==> src/rtl/inst_fetch_ctrl_if.sv <==
// inst_fetch_ctrl_if: SRAM-like instruction read port between fetch controller and AXI bridge.
interface inst_fetch_ctrl_if;
  logic        inst_sram_req;
  logic        inst_sram_wr;
  logic [1:0]  inst_sram_size;
  logic [3:0]  inst_sram_wstrb;
  logic [31:0] inst_sram_addr;
  logic [31:0] inst_sram_wdata;
  logic        inst_sram_addr_ok;
  logic        inst_sram_data_ok;
  logic [31:0] inst_sram_rdata;
  modport master (
    output inst_sram_req, inst_sram_wr, inst_sram_size, inst_sram_wstrb, inst_sram_addr, inst_sram_wdata,
    input  inst_sram_addr_ok, inst_sram_data_ok, inst_sram_rdata
  );
  modport slave (
    input  inst_sram_req, inst_sram_wr, inst_sram_size, inst_sram_wstrb, inst_sram_addr, inst_sram_wdata,
    output inst_sram_addr_ok, inst_sram_data_ok, inst_sram_rdata
  );
endinterface

==> src/rtl/inst_fetch_ctrl.sv <==
// inst_fetch_ctrl: single-outstanding instruction fetch with decode buffer and redirect/discard handling.
module inst_fetch_ctrl #(
  parameter logic [31:0] RESET_PC = 32'h1c000000,
  parameter logic [31:0] PC_STEP  = 32'd4
) (
  input  logic                      aclk,
  input  logic                      aresetn,
  input  logic                      redirect_valid,
  input  logic [31:0]               redirect_pc,
  input  logic                      ds_allowin,
  output logic                      fs_to_ds_valid,
  output logic [31:0]               fs_pc,
  output logic [31:0]               fs_inst,
  inst_fetch_ctrl_if.master         sram
);
  typedef enum logic [1:0] {S_REQ, S_WAIT, S_HOLD} state_t;
  state_t      state_q, state_d;
  logic [31:0] pc_q, pc_d, pend_pc_q, pend_pc_d, inst_q, inst_d;
  logic        pend_valid_q, pend_valid_d, discard_q, discard_d;
  logic [31:0] rpc;
  assign rpc = redirect_pc & ~32'h3;
  always_comb begin
    state_d      = state_q;
    pc_d         = pc_q;
    pend_pc_d    = pend_pc_q;
    pend_valid_d = pend_valid_q;
    discard_d    = discard_q;
    inst_d       = inst_q;
    unique case (state_q)
      S_REQ: begin
        if (redirect_valid) begin
          pend_pc_d    = rpc;
          pend_valid_d = 1'b1;
          discard_d    = 1'b1;
        end
        if (sram.inst_sram_addr_ok) state_d = S_WAIT;
      end
      S_WAIT: begin
        if (sram.inst_sram_data_ok) begin
          // a redirect landing with the data beats any older pending target
          if (redirect_valid || discard_q) begin
            pc_d         = redirect_valid ? rpc : (pend_valid_q ? pend_pc_q : pc_q);
            discard_d    = 1'b0;
            pend_valid_d = 1'b0;
            state_d      = S_REQ;
          end else begin
            inst_d  = sram.inst_sram_rdata;
            state_d = S_HOLD;
          end
        end else if (redirect_valid) begin
          discard_d    = 1'b1;
          pend_pc_d    = rpc;
          pend_valid_d = 1'b1;
        end
      end
      S_HOLD: begin
        if (redirect_valid || ds_allowin) begin
          pc_d    = redirect_valid ? rpc : pc_q + PC_STEP;
          state_d = S_REQ;
        end
      end
      default: state_d = S_REQ;
    endcase
  end
  always_ff @(posedge aclk or negedge aresetn) begin
    if (!aresetn) begin
      state_q      <= S_REQ;
      pc_q         <= RESET_PC;
      pend_pc_q    <= RESET_PC;
      pend_valid_q <= 1'b0;
      discard_q    <= 1'b0;
      inst_q       <= '0;
    end else begin
      state_q      <= state_d;
      pc_q         <= pc_d;
      pend_pc_q    <= pend_pc_d;
      pend_valid_q <= pend_valid_d;
      discard_q    <= discard_d;
      inst_q       <= inst_d;
    end
  end
  assign fs_to_ds_valid       = state_q == S_HOLD;
  assign fs_pc                = pc_q;
  assign fs_inst              = inst_q;
  assign sram.inst_sram_req   = aresetn && state_q == S_REQ;
  assign sram.inst_sram_wr    = 1'b0;
  assign sram.inst_sram_size  = 2'b10;
  assign sram.inst_sram_wstrb = 4'b0;
  assign sram.inst_sram_addr  = pc_q;
  assign sram.inst_sram_wdata = '0;
endmodule

==> src/flat_wrapper.sv <==
// flat-port wrapper written by rule: the top's interface ports become plain ports
module inst_fetch_ctrl_flat 
#(
  parameter logic [31:0] RESET_PC = 32'h1c000000,
  parameter logic [31:0] PC_STEP  = 32'd4
)
  (aclk, aresetn, redirect_valid, redirect_pc, ds_allowin, fs_to_ds_valid, fs_pc, fs_inst, sram_inst_sram_req, sram_inst_sram_wr, sram_inst_sram_size, sram_inst_sram_wstrb, sram_inst_sram_addr, sram_inst_sram_wdata, sram_inst_sram_addr_ok, sram_inst_sram_data_ok, sram_inst_sram_rdata);
  inst_fetch_ctrl_if sram_i ();
  input  logic aclk;
  input  logic aresetn;
  input  logic redirect_valid;
  input  logic [31:0] redirect_pc;
  input  logic ds_allowin;
  output logic fs_to_ds_valid;
  output logic [31:0] fs_pc;
  output logic [31:0] fs_inst;
  output wire logic [$bits(sram_i.inst_sram_req)-1:0] sram_inst_sram_req;
  output wire logic [$bits(sram_i.inst_sram_wr)-1:0] sram_inst_sram_wr;
  output wire logic [$bits(sram_i.inst_sram_size)-1:0] sram_inst_sram_size;
  output wire logic [$bits(sram_i.inst_sram_wstrb)-1:0] sram_inst_sram_wstrb;
  output wire logic [$bits(sram_i.inst_sram_addr)-1:0] sram_inst_sram_addr;
  output wire logic [$bits(sram_i.inst_sram_wdata)-1:0] sram_inst_sram_wdata;
  input wire logic [$bits(sram_i.inst_sram_addr_ok)-1:0] sram_inst_sram_addr_ok;
  input wire logic [$bits(sram_i.inst_sram_data_ok)-1:0] sram_inst_sram_data_ok;
  input wire logic [$bits(sram_i.inst_sram_rdata)-1:0] sram_inst_sram_rdata;
  assign sram_inst_sram_req = sram_i.inst_sram_req;
  assign sram_inst_sram_wr = sram_i.inst_sram_wr;
  assign sram_inst_sram_size = sram_i.inst_sram_size;
  assign sram_inst_sram_wstrb = sram_i.inst_sram_wstrb;
  assign sram_inst_sram_addr = sram_i.inst_sram_addr;
  assign sram_inst_sram_wdata = sram_i.inst_sram_wdata;
  assign sram_i.inst_sram_addr_ok = sram_inst_sram_addr_ok;
  assign sram_i.inst_sram_data_ok = sram_inst_sram_data_ok;
  assign sram_i.inst_sram_rdata = sram_inst_sram_rdata;
  inst_fetch_ctrl #(.RESET_PC(RESET_PC), .PC_STEP(PC_STEP)) u_core (.aclk(aclk), .aresetn(aresetn), .redirect_valid(redirect_valid), .redirect_pc(redirect_pc), .ds_allowin(ds_allowin), .fs_to_ds_valid(fs_to_ds_valid), .fs_pc(fs_pc), .fs_inst(fs_inst), .sram(sram_i));
endmodule
==> config.mk <==
export PLATFORM = sky130hd
export DESIGN_NAME = inst_fetch_ctrl_flat
export DESIGN_NICKNAME = d
export VERILOG_FILES = /design/src/rtl/inst_fetch_ctrl_if.sv /design/src/rtl/inst_fetch_ctrl.sv /design/src/flat_wrapper.sv
export SDC_FILE = /design/constraint.sdc
export NUM_CORES = 1
export LEC_CHECK = 0
export ABC_CLOCK_PERIOD_IN_PS = 2300
export CORE_MARGIN = 1
export CORE_UTILIZATION = 51
export CTS_CLUSTER_DIAMETER = 50
export DETAILED_ROUTE_END_ITERATION = 10
export DONT_BUFFER_PORTS = 1
export PLACE_DENSITY = 0.77
export SKIP_LAST_GASP = 1
export SYNTH_ARGS = -nofsm -noshare
export SYNTH_HDL_FRONTEND = slang
export SYNTH_SLANG_ARGS = --single-unit
==> constraint.sdc <==
create_clock -name aclk -period 2.3 [get_ports aclk]
set_input_delay 0.115 -clock aclk [delete_from_list [all_inputs] [get_ports aclk]]
set_output_delay 0.115 -clock aclk [all_outputs]
set_load 0.005 [all_outputs]
==> run_summary.xml <==
<?xml version="1.0" encoding="UTF-8"?>
<metrics>
  <group name="floorplanning">
    <metric name="floorplan.rows" unit="">37</metric>
    <metric name="floorplan.initialDensity" unit="">0.5353</metric>
    <metric name="ios" unit="">207</metric>
    <metric name="floorplan.die_area" unit="um2">11400</metric>
    <metric name="floorplan.die.width" unit="um">106.8</metric>
    <metric name="placeableCoreArea" unit="um2">10460</metric>
    <metric name="dieHeight" unit="um">106.8</metric>
  </group>
  <group name="clock_tree">
    <metric name="clk_transition_reported_paths" unit="ns">0.10</metric>
    <metric name="post_cts_repair_resize_count" unit="">0</metric>
    <metric name="clock_sink_count" unit="">100</metric>
    <metric name="tritoncts_buffers" unit="">9</metric>
    <metric name="cts_tree" unit="">done</metric>
    <metric name="number_of_levels_in_the_clock_h_tree" unit="">3</metric>
    <metric name="worst_skew_pair_latency" unit="ns">0.38</metric>
    <metric name="cts-hold-fix-buffers" unit="">64</metric>
    <metric name="postCtsSetupBuffers" unit="">0</metric>
    <metric name="ctsRootBufferMaster" unit="">sky130_fd_sc_hd__clkbuf_8</metric>
    <metric name="clock_path_buffers" unit="">2</metric>
  </group>
  <group name="synthesis">
    <metric name="netlist_top_cells_area" unit="">sky130_fd_sc_hd__dfrtp_1 (42%), sky130_fd_sc_hd__mux2_2 (12%), sky130_fd_sc_hd__buf_4 (9.8%)</metric>
    <metric name="synth_async_sr_flop_share" unit="">1.000</metric>
    <metric name="synth.largest_area_cell" unit="">sky130_fd_sc_hd__dfrtp_1</metric>
    <metric name="synth.most_common_cell" unit="">sky130_fd_sc_hd__dfrtp_1</metric>
    <metric name="ys_top_cells_by_count" unit="">sky130_fd_sc_hd__dfrtp_1 (94), sky130_fd_sc_hd__buf_4 (73), sky130_fd_sc_hd__mux2_2 (59)</metric>
    <metric name="synth-seq-area-share" unit="">0.4482</metric>
    <metric name="syn_area" unit="um2">5600</metric>
    <metric name="synthDominantCellAreaShare" unit="">0.4200</metric>
    <metric name="synth-warning-count" unit="">0</metric>
    <metric name="synthesis.instances" unit="">541</metric>
    <metric name="synth_enable_flop_cells" unit="">0</metric>
    <metric name="synthesized_area_per_cell" unit="um2">10.35</metric>
    <metric name="synth_top_flop_cell" unit="">sky130_fd_sc_hd__dfrtp_1</metric>
    <metric name="synth-seq-cells" unit="">100</metric>
    <metric name="yosys.cell_types.count" unit="">57</metric>
  </group>
  <group name="pwr">
    <metric name="power_frac_clock" unit="">0.149</metric>
    <metric name="worst_ir_drop_vdd" unit="uV">534.7</metric>
    <metric name="seq_power_share" unit="">0.476</metric>
    <metric name="static_leakage" unit="nW">2.605</metric>
    <metric name="combinational_power_share" unit="">0.375</metric>
    <metric name="swShare" unit="">0.3944</metric>
    <metric name="power.net_switching" unit="W">0.002916</metric>
    <metric name="p_int" unit="W">0.004477</metric>
    <metric name="power.density" unit="nW/um2">1186</metric>
  </group>
  <group name="timing">
    <metric name="fmax" unit="MHz">502.3</metric>
    <metric name="timing.slew.headroom" unit="">0.4349</metric>
    <metric name="hold-worst-slack" unit="ns">-0.5773</metric>
    <metric name="min_period" unit="ns">1.991</metric>
    <metric name="setup-violations-final" unit="">0</metric>
    <metric name="hold_viol_final" unit="">100</metric>
    <metric name="finalSetupTns" unit="ns">0</metric>
    <metric name="clock-skew-final" unit="ns">0.009917</metric>
    <metric name="worst_slew_pin_slew" unit="ns">0.8448</metric>
    <metric name="finalCritPeriodShare" unit="">0.8656</metric>
    <metric name="setup_repair_after_global_routing_missed_its_margin" unit="">no</metric>
    <metric name="maxSlewViolCount" unit="">0</metric>
  </group>
  <group name="detailed_routing">
    <metric name="wirelength" unit="mm">13.10</metric>
    <metric name="detailedRoute.firstPassIterationCount" unit="">5</metric>
    <metric name="via_count" unit="">4115</metric>
    <metric name="routed_wirelength_normalized_by_instance_count" unit="um">18.45</metric>
    <metric name="dr.first_iter.drc_count" unit="">286</metric>
    <metric name="detail-route-antenna-nets" unit="">0</metric>
    <metric name="post-route-drc-count" unit="">0</metric>
    <metric name="detail_route.vias_per_cell" unit="">5.796</metric>
  </group>
  <group name="place">
    <metric name="dp.final_hpwl" unit="mm">8.345</metric>
    <metric name="place_inst" unit="">630</metric>
    <metric name="final_wtd_congestion" unit="">0.8573</metric>
    <metric name="portBuffers" unit="">0</metric>
  </group>
  <group name="final_layout">
    <metric name="antenna-diode-count" unit="">0</metric>
    <metric name="fin_cells" unit="">710</metric>
    <metric name="finalNetCount" unit="">644</metric>
    <metric name="multi_input_area" unit="um2">2491</metric>
    <metric name="final_layout_size_suffix_gt1_frac" unit="">0.1847</metric>
    <metric name="ff_latch_area" unit="um2">2510</metric>
    <metric name="num-fill-cells" unit="">883</metric>
    <metric name="syn_to_final_growth" unit="%">11.33</metric>
  </group>
  <group name="outcome">
    <metric name="run_status" unit="">complete, but fails checks</metric>
    <metric name="violations" unit="">negative hold slack</metric>
  </group>
  <group name="setup_path">
    <metric name="largest_driver_fanout_on_the_critical_path" unit="">41</metric>
    <metric name="required" unit="ns">2.57</metric>
    <metric name="worstSetupPathType" unit="">reg -&gt; reg</metric>
    <metric name="crit_arrival" unit="ns">2.26</metric>
    <metric name="end_kind" unit="">flip-flop</metric>
    <metric name="start_kind" unit="">flip-flop</metric>
  </group>
  <group name="global_routing">
    <metric name="pin_count_of_the_biggest_net_entering_global_routing" unit="">102</metric>
    <metric name="grt_antenna_before_repair" unit="">0</metric>
    <metric name="number_of_global_route_vias_before_repair" unit="">3994</metric>
    <metric name="grt_overflow_total" unit="">0</metric>
    <metric name="global_route_wire_length_before_repair" unit="mm">20.71</metric>
    <metric name="grtUsageTotal" unit="">0.2359</metric>
  </group>
  <group name="worst_hold_path">
    <metric name="hold_path.class" unit="">in -&gt; async</metric>
  </group>
  <group name="job">
    <metric name="max_cap_viol_count" unit="">0</metric>
  </group>
</metrics>
-- cells in the final DEF (no fill, tap or decap), types with 4 or more instances in the layout --
cell                             n
sky130_fd_sc_hd__buf_12          4
sky130_fd_sc_hd__o31a_1          6
sky130_fd_sc_hd__nor4_1          6
sky130_fd_sc_hd__mux2_2         59
sky130_fd_sc_hd__o21ai_0        44
sky130_fd_sc_hd__dfrtp_1        94
sky130_fd_sc_hd__inv_1          13
sky130_fd_sc_hd__and4_1          4
sky130_fd_sc_hd__dfstp_2         6
sky130_fd_sc_hd__nand4_1         6
sky130_fd_sc_hd__and2_1          5
sky130_fd_sc_hd__a31oi_1         9
sky130_fd_sc_hd__conb_1         39
sky130_fd_sc_hd__mux2i_1         7
sky130_fd_sc_hd__o22ai_1         4
sky130_fd_sc_hd__nand3_1        12
sky130_fd_sc_hd__ha_1            5
sky130_fd_sc_hd__and3_1          4
sky130_fd_sc_hd__nand2b_1        6
sky130_fd_sc_hd__a22o_1          6
sky130_fd_sc_hd__clkbuf_8        9
sky130_fd_sc_hd__dlygate4sd3_1  64
sky130_fd_sc_hd__nor2_1         19
sky130_fd_sc_hd__buf_4          14
sky130_fd_sc_hd__nor3b_1        15
sky130_fd_sc_hd__a21oi_1        33
sky130_fd_sc_hd__nand2_1        26
-- state kept, by name (all words and copies together), names as in the netlist --
| register | flops |
|---|---|
| u_core.fs_pc | 32 |
| u_core.discard_q | 1 |
| u_core.pend_pc_q | 32 |
| u_core.pend_valid_q | 1 |
| u_core.state_q | 2 |
| u_core.fs_inst | 32 |
-- power by group through the flow --
stage / registers [W] / logic (W) / clock network [W]
2_1_floorplan: 0.00329 / 0.00246 / 0
6_report: 0.00352 / 0.00278 / 0.00110
4_1_cts: 0.00350 / 0.00276 / 0.00114
3_3_place_gp: 0.00349 / 0.00253 / 0
5_1_grt: 0.00366 / 0.00308 / 0.00120
3_5_place_dp: 0.00352 / 0.00267 / 0
-- stage by stage --
| step | setup slack, ns | area, um2 | util | power (W) | hold WS, ns |
|---|---|---|---|---|---|
| 3_3_place_gp | 0.3826 | 5405 | 0.5166 | 0.006016 | -0.1776 |
| 2_1_floorplan | 0.4336 | 5739 | - | 0.005748 | -0.1806 |
| 3_5_place_dp | 0.3437 | 5405 | 0.5166 | 0.006183 | -0.1776 |
| 4_1_cts | 0.3089 | 6235 | 0.5959 | 0.007398 | -0.5969 |
| 5_1_grt | 0.2012 | 6235 | 0.5959 | 0.007933 | -0.6038 |
| 6_report | 0.3090 | 6235 | 0.5959 | 0.007393 | -0.5773 |
-- logic make-up (layout without fill, tap and decap cells) --
kind of cell    count (synthesis)  count (layout)  synth area share
compound gates                128             128            0.1410
fa+ha+maj                       5               5           0.01117
buf+inv                       115             111            0.1329
flops                         100             100            0.4482
mux                            69              69            0.1372
other cells                     2              39          0.001341
simple gates                  122             122            0.1282
-- metal layers --
layer	wire length, um	vias to the layer above	part of all wire	global-route usage
met5	0	-	0	0
met4	155	0	0.012	0.07926
met3	1373	17	0.10	0.08146
met2	6155	211	0.47	0.3673
met1	5411	2000	0.41	0.3070
li1	-	1887	-	-
-- critical path, stage by stage, from the launching register on --
cell	delay, ns
sky130_fd_sc_hd__dfrtp_1	0.40
sky130_fd_sc_hd__inv_1	0.13
sky130_fd_sc_hd__ha_1	0.26
sky130_fd_sc_hd__or3b_1	0.41
sky130_fd_sc_hd__o2111ai_2	0.16
sky130_fd_sc_hd__buf_12	0.24
sky130_fd_sc_hd__a21oi_1	0.06
sky130_fd_sc_hd__o22a_1	0.21
-- final timing paths --
kind / start / endpoint / slack (ns) / depth (start not counted)
setup / recovery: u_core.state_q[0] / u_core.fs_pc[17] / 0.31 / 7
hold / removal: aresetn / u_core.fs_pc[24] / -0.58 / 0
setup reg to reg: u_core.state_q[0] / u_core.fs_pc[17] / 0.31 / 7
hold reg to reg: u_core.pend_pc_q[16] / u_core.pend_pc_q[16] / 0.51 / 1
max in group asynchronous: aresetn / u_core.fs_pc[27] / 2.67 / 0
min in group aclk: redirect_pc[28] / u_core.fs_pc[28] / 0.01 / 2
-- layout make-up --
| class | instances | area share |
|---|---|---|
| clock buffers | 9 | 0.01987 |
| clock inverters | 7 | 0.01044 |
| inverters | 13 | 0.007827 |
| multi-input cells | 363 | 0.3996 |
| flip-flops and latches | 100 | 0.4026 |
| well taps | 136 | 0.02729 |
| repair buffers | 82 | 0.1325 |
Power figures use the tool's default switching activity.
